File: config.mk
export PLATFORM = sky130hd
export DESIGN_NAME = updn_cnt_sched_flat
export DESIGN_NICKNAME = d
export VERILOG_FILES = /design/src/rtl/updn_cnt_sched_pkg.sv /design/src/rtl/updn_cnt_sched_if.sv /design/src/rtl/updn_cnt_sched_core.sv /design/src/rtl/updn_cnt_sched.sv /design/src/flat_wrapper.sv
export SDC_FILE = /design/constraint.sdc
export NUM_CORES = 1
export LEC_CHECK = 0
export ABC_AREA = 1
export CAP_MARGIN = 10
export CORE_MARGIN = 2
export CORE_UTILIZATION = 51
export DETAILED_ROUTE_END_ITERATION = 6
export GPL_ROUTABILITY_DRIVEN = 0
export GPL_TIMING_DRIVEN = 0
export PLACE_DENSITY_LB_ADDON = 0.3
export SLEW_MARGIN = 20
export SYNTH_ARGS = -nofsm -noshare
export SYNTH_HDL_FRONTEND = slang
export SYNTH_SLANG_ARGS = --single-unit
File: constraint.sdc
create_clock -name clk -period 2.3 [get_ports clk]
set_input_delay 0.345 -clock clk [delete_from_list [all_inputs] [get_ports clk]]
set_output_delay 0.345 -clock clk [all_outputs]
set_load 0.01 [all_outputs]
File: src/rtl/updn_cnt_sched_pkg.sv
// Shared types and helpers for the up/down counter scheduler.
package updn_cnt_sched_pkg;

  typedef enum logic [1:0] {
    IDLE = 2'd0,
    LOAD = 2'd1,
    RUN  = 2'd2,
    DONE = 2'd3
  } state_t;

  localparam logic UP = 1'b1;
  localparam logic DN = 1'b0;

  // Index of one of the two requesters.
  typedef logic req_idx_t;

  // Round-robin pick: the requester not granted last wins a tie,
  // a lone valid wins outright.
  function automatic req_idx_t rr_pick(logic [1:0] valid, req_idx_t last);
    if (valid == 2'b11) return ~last;
    else if (valid[1])  return 1'b1;
    else                return 1'b0;
  endfunction

  function automatic logic [1:0] idx_onehot(req_idx_t idx);
    return idx ? 2'b10 : 2'b01;
  endfunction

endpackage

File: src/rtl/updn_cnt_sched_if.sv
// Requester-side bus of the scheduler: job handshake, abort and job status.
interface updn_cnt_sched_if #(parameter int WIDTH = 3);
  logic [1:0]       req_valid;
  logic [1:0]       req_ready;
  logic [WIDTH-1:0] start0;
  logic [WIDTH-1:0] end0;
  logic [WIDTH-1:0] start1;
  logic [WIDTH-1:0] end1;
  logic             abort;
  logic             busy;
  logic             up_dn;
  logic [WIDTH-1:0] count;
  logic [1:0]       done;
  logic             aborted;

  modport master (
    output req_valid, start0, end0, start1, end1, abort,
    input  req_ready, busy, up_dn, count, done, aborted
  );

  modport slave (
    input  req_valid, start0, end0, start1, end1, abort,
    output req_ready, busy, up_dn, count, done, aborted
  );
endinterface

File: src/rtl/updn_cnt_sched_core.sv
// Loadable up/down counter; load has priority over count enable.
module updn_cnt_core
  import updn_cnt_sched_pkg::*;
#(
  parameter int WIDTH = 3
) (
  input  logic             clk,
  input  logic             reset_n,
  input  logic             ld,
  input  logic             en,
  input  logic             up_dn,
  input  logic [WIDTH-1:0] data_in,
  output logic [WIDTH-1:0] count
);

  // Counter register: load, else step by one in the requested direction.
  always_ff @(posedge clk or posedge reset_n) begin
    if (reset_n) begin
      count <= '0;
    end else if (ld) begin
      count <= data_in;
    end else if (en) begin
      count <= (up_dn == UP) ? count + 1'b1 : count - 1'b1;
    end
  end

endmodule

File: src/rtl/updn_cnt_sched.sv
// Two-requester round-robin scheduler driving a shared up/down counter.
// Note: reset_n is active-high despite its name.
//
// state | meaning
// IDLE  | waiting for a job, grants combinationally via req_ready
// LOAD  | counter loaded with the latched start value
// RUN   | stepping toward end; stops at end or on abort
// DONE  | one-cycle completion pulse to the job owner
module updn_cnt_sched
  import updn_cnt_sched_pkg::*;
#(
  parameter int WIDTH = 3
) (
  input  logic               clk,
  input  logic               reset_n,
  updn_cnt_sched_if.slave    bus
);

  state_t           state;
  req_idx_t         owner;      // also serves as the round-robin "last granted" pointer
  req_idx_t         gnt;
  logic [WIDTH-1:0] start_q;
  logic [WIDTH-1:0] end_q;
  logic [WIDTH-1:0] sel_start;
  logic [WIDTH-1:0] sel_end;
  logic [WIDTH-1:0] count;
  logic             up_dn_q;
  logic             aborted_q;
  logic             busy_q;
  logic             core_ld;
  logic             core_en;
  logic             at_end;

  // Arbitration and job selection while idle.
  always_comb begin
    gnt       = rr_pick(bus.req_valid, owner);
    sel_start = gnt ? bus.start1 : bus.start0;
    sel_end   = gnt ? bus.end1   : bus.end0;
    bus.req_ready = 2'b00;
    if (state == IDLE && |bus.req_valid) begin
      bus.req_ready = idx_onehot(gnt);
    end
  end

  // Counter control and state-decoded status outputs.
  always_comb begin
    at_end      = (count == end_q);
    core_ld     = (state == LOAD);
    core_en     = (state == RUN) && !at_end && !bus.abort;
    bus.done    = (state == DONE) ? idx_onehot(owner) : 2'b00;
    bus.aborted = (state == DONE) && aborted_q;
    bus.busy    = busy_q;
    bus.up_dn   = up_dn_q;
    bus.count   = count;
  end

  // Job sequencing FSM with registered job context.
  always_ff @(posedge clk or posedge reset_n) begin
    if (reset_n) begin
      state     <= IDLE;
      owner     <= 1'b1;
      start_q   <= '0;
      end_q     <= '0;
      up_dn_q   <= UP;
      aborted_q <= 1'b0;
      busy_q    <= 1'b0;
    end else begin
      case (state)
        IDLE: begin
          if (|bus.req_valid) begin
            start_q <= sel_start;
            end_q   <= sel_end;
            owner   <= gnt;
            up_dn_q <= (sel_end >= sel_start) ? UP : DN;
            busy_q  <= 1'b1;
            state   <= LOAD;
          end
        end
        LOAD: begin
          state <= RUN;
        end
        RUN: begin
          // Reaching end wins over a simultaneous abort.
          if (at_end) begin
            aborted_q <= 1'b0;
            state     <= DONE;
          end else if (bus.abort) begin
            aborted_q <= 1'b1;
            state     <= DONE;
          end
        end
        DONE: begin
          busy_q <= 1'b0;
          state  <= IDLE;
        end
        default: begin
          state <= IDLE;
        end
      endcase
    end
  end

  updn_cnt_core #(.WIDTH(WIDTH)) u_core (
    .clk     (clk),
    .reset_n (reset_n),
    .ld      (core_ld),
    .en      (core_en),
    .up_dn   (up_dn_q),
    .data_in (start_q),
    .count   (count)
  );

endmodule

File: src/flat_wrapper.sv
// flat-port wrapper written by rule: the top's interface ports become plain ports
module updn_cnt_sched_flat import updn_cnt_sched_pkg::*;
#(
  parameter int WIDTH = 3
)
  (clk, reset_n, bus_req_valid, bus_start0, bus_end0, bus_start1, bus_end1, bus_abort, bus_req_ready, bus_busy, bus_up_dn, bus_count, bus_done, bus_aborted);
  updn_cnt_sched_if #(.WIDTH(WIDTH)) bus_i ();
  input  logic clk;
  input  logic reset_n;
  input wire logic [$bits(bus_i.req_valid)-1:0] bus_req_valid;
  input wire logic [$bits(bus_i.start0)-1:0] bus_start0;
  input wire logic [$bits(bus_i.end0)-1:0] bus_end0;
  input wire logic [$bits(bus_i.start1)-1:0] bus_start1;
  input wire logic [$bits(bus_i.end1)-1:0] bus_end1;
  input wire logic [$bits(bus_i.abort)-1:0] bus_abort;
  output wire logic [$bits(bus_i.req_ready)-1:0] bus_req_ready;
  output wire logic [$bits(bus_i.busy)-1:0] bus_busy;
  output wire logic [$bits(bus_i.up_dn)-1:0] bus_up_dn;
  output wire logic [$bits(bus_i.count)-1:0] bus_count;
  output wire logic [$bits(bus_i.done)-1:0] bus_done;
  output wire logic [$bits(bus_i.aborted)-1:0] bus_aborted;
  assign bus_i.req_valid = bus_req_valid;
  assign bus_i.start0 = bus_start0;
  assign bus_i.end0 = bus_end0;
  assign bus_i.start1 = bus_start1;
  assign bus_i.end1 = bus_end1;
  assign bus_i.abort = bus_abort;
  assign bus_req_ready = bus_i.req_ready;
  assign bus_busy = bus_i.busy;
  assign bus_up_dn = bus_i.up_dn;
  assign bus_count = bus_i.count;
  assign bus_done = bus_i.done;
  assign bus_aborted = bus_i.aborted;
  updn_cnt_sched #(.WIDTH(WIDTH)) u_core (.clk(clk), .reset_n(reset_n), .bus(bus_i));
endmodule
==> metrics.md <==
| Metric | Value |
|---|---|
| Crit Path Category | `reg2out` |
| Die ar. | `2350 µm²` |
| CTS tree | `done` |
| Area grow syn2layout | `33.2%` |
| Core ar. | `1920 µm²` |
| R2R cell count | `8` |
| Setup violators final | `0` |
| Max Buffers Root-to-Sink | `2` |
| Slew Limit Fails | `0` |
| Period utilization | `0.946` |
| Critical R2R Capture | `u_core.bus.up_dn` |
| Nets | `189` |
| Relative slew slack | `0.613` |
| Port bufs | `26` |
| Crit. End Element | `output port` |
| Clock buffer count from CTS | `3` |
| Crit path launch type | `flop` |
| Vias in the first global route | `893` |
| DRC | `0` |
| Critical Path AT | `1.83 ns` |
| First-pass GRT wire length | `3620 µm` |
| Clock Skew | `0.00118 ns` |
| Worst slew pin tran | `0.580 ns` |
| Clock Sinks | `15` |
| Ratio of cells with drive above 1 in the final layout | `0.129` |
| Vias | `939` |
| Pwr dens | `1250 nW/µm²` |
| RR Startpoint | `u_core.owner` |
| Post-synthesis cell area | `1010 µm²` |
| Initial antenna violation count | `0` |
| Post-cts sizing count | `0` |
| Worst endpoint required time | `1.96 ns` |
| Crit Path Max Fanout | `10` |
| Status | `finished clean` |
| Min cycle time layout | `2.18 ns` |
| Root Driver | `clkbuf_4` |
| Ant. Diodes | `0` |
| Initial Util | `0.526` |
| Worst Setup EP | `bus_req_ready[0]` |
| Leakage power figure | `0.000686 µW` |
| DIE WIDTH | `48.5 µm` |
| Synthesized instance count | `131` |
| Register area share after synthesis | `0.374` |
| Most frequent cells in the layout | `nand2_1, clkdlybuf4s50_1, inv_1` |
| GRT Resource Usage Total | `0.196` |
| Pre-antenna DRT Iters | `4` |
| Hold Path Class | `in2async` |
| Cell count after placement | `184` |
| F_max | `460 MHz` |
| Unrepaired setup endpoints after global routing | `no` |
| Yosys cell types | `24` |
| Primary FF master, synth | `dfrtp_1` |
| H-tree depth | `1` |
| Non-Filler Instances | `190` |
| Detailed Place HPWL | `1650 µm` |
| Post-Syn Area per Cell | `7.72 µm²` |
| Leading cell type in the layout, fill and taps excluded | `nand2_1` |
| # IOs | `27` |
| DR vias/cell | `4.94` |
| Max Cap Viol | `0` |
| Die Span Y | `48.5 µm` |
| Largest net degree at the start of global routing | `16` |
| Final ANT Viol Nets | `0` |
| Clock Latency Late Sink | `0.28 ns` |
| Wirelength per Cell | `10.7 µm` |
| # hold bufs at CTS | `0` |
| Peak supply drop | `0.000787 V` |
| Number of synthesized flops with an enable pin | `0` |
| Fin Setup TNS | `0 ns` |
| Post-synth ARST share | `1.00` |
| FF+latch count, synth | `15` |
| Clk slew on worst S/H paths | `0.09 ns` |
| Initial DRC Count | `15` |
| Remaining global-route overflow | `0` |
| Total wire length | `2030 µm` |
| Fin. Hold Viols | `0` |
| Flop2flop setup slack | `0.58 ns` |
| Core Rows | `16` |
| Critical Path Source | `u_core.state[1]` |
| Final hold slack | `0.421 ns` |
| Synth warnings | `0` |
| Synth Net Count | `156` |
## layer usage
metal	routed length, µm	vias to the layer above	track usage
met3	116	6	0.0247
met1	848	423	0.227
met2	1010	34	0.338
met5	0	-	0
li1	-	476	-
met4	59	0	0.133
## sequential cells by signal (all words and copies together), names as in the netlist
| signal | flops |
|---|---|
| u_core.bus.busy | 1 |
| u_core.bus.up_dn | 1 |
| u_core.aborted_q | 1 |
| u_core.state | 2 |
| u_core.owner | 1 |
| u_core.end_q | 3 |
| u_core.u_core.count | 3 |
| u_core.start_q | 3 |
## cell type report
class,instances,area [µm²]
tap,27,33.8
fill,174,576
multi-input combinational,94,541
timing repair buffer,28,275
sequential,15,378
clock buffer,4,26.3
buffer,1,11.3
inverter,21,81.3
## metrics by stage
stage                     cell area [µm²]  worst slack, ns  utilization  power [µW]
after floorplan                      1010            0.721            -        1190
after global placement               1310            0.161        0.679        1450
after detailed placement             1310            0.163        0.679        1510
after CTS                            1330           0.0853        0.693        1660
after global routing                 1350           0.0117        0.701        1860
final                                1350            0.125        0.701        1680
## power breakdown
group | total [µW] | internal (µW) | switching, µW
clock network | 150 | 67.3 | 82.7
logic | 999 | 468 | 531
registers | 528 | 414 | 114
total | 1680 | 949 | 728
## synth_stat cells, drive strengths merged, types with 2 or more instances
library cell | number | area, µm²
o21ai | 11 | 85.1
nand3 | 8 | 45.0
dfrtp | 13 | 325
nor2 | 7 | 26.3
a31oi | 2 | 12.5
nand2 | 48 | 198
ha | 7 | 87.6
dfstp | 2 | 52.6
or2 | 3 | 18.8
inv | 21 | 81.3
## worst min-delay path by stage
stage	start	to	slack (ns)	cells past startpoint
global placement	u_core.start_q[2]	u_core.start_q[2]	0.47	2
CTS	reset_n	u_core.aborted_q	0.44	2
finish	reset_n	u_core.u_core.count[0]	0.42	2
floorplan	reset_n	u_core.aborted_q	0.25	1
detailed placement	u_core.start_q[2]	u_core.start_q[2]	0.48	2
global route	reset_n	u_core.aborted_q	0.47	2
## repair_timing
item                                    4_1_cts  5_1_grt
endpoints found under the setup margin        0        1
endpoints found under the hold margin         0        0
buffers inserted                              0        2
## critical path: stages, from the launching register on
cell and delay [ns]:
dfrtp_1 0.42, inv_1 0.09, ha_1 0.19, o21ai_2 0.08
buf_6 0.15, nor2_1 0.10, clkdlybuf4s50_1 0.54
## cell families (layout without fill, tap and decap cells)
logic type               Yosys count  count (layout)  share of synthesized area
AND/OR/NAND/NOR                   67              67                      0.290
buffers and inverters             22              54                     0.0916
AO/OA/AOI/OAI                     18              18                      0.130
flip-flops                        15              15                      0.374
adder cells (fa/ha/maj)            8               8                      0.106
XOR/XNOR                           1               1                    0.00866
(Power assumes the default switching activity.)
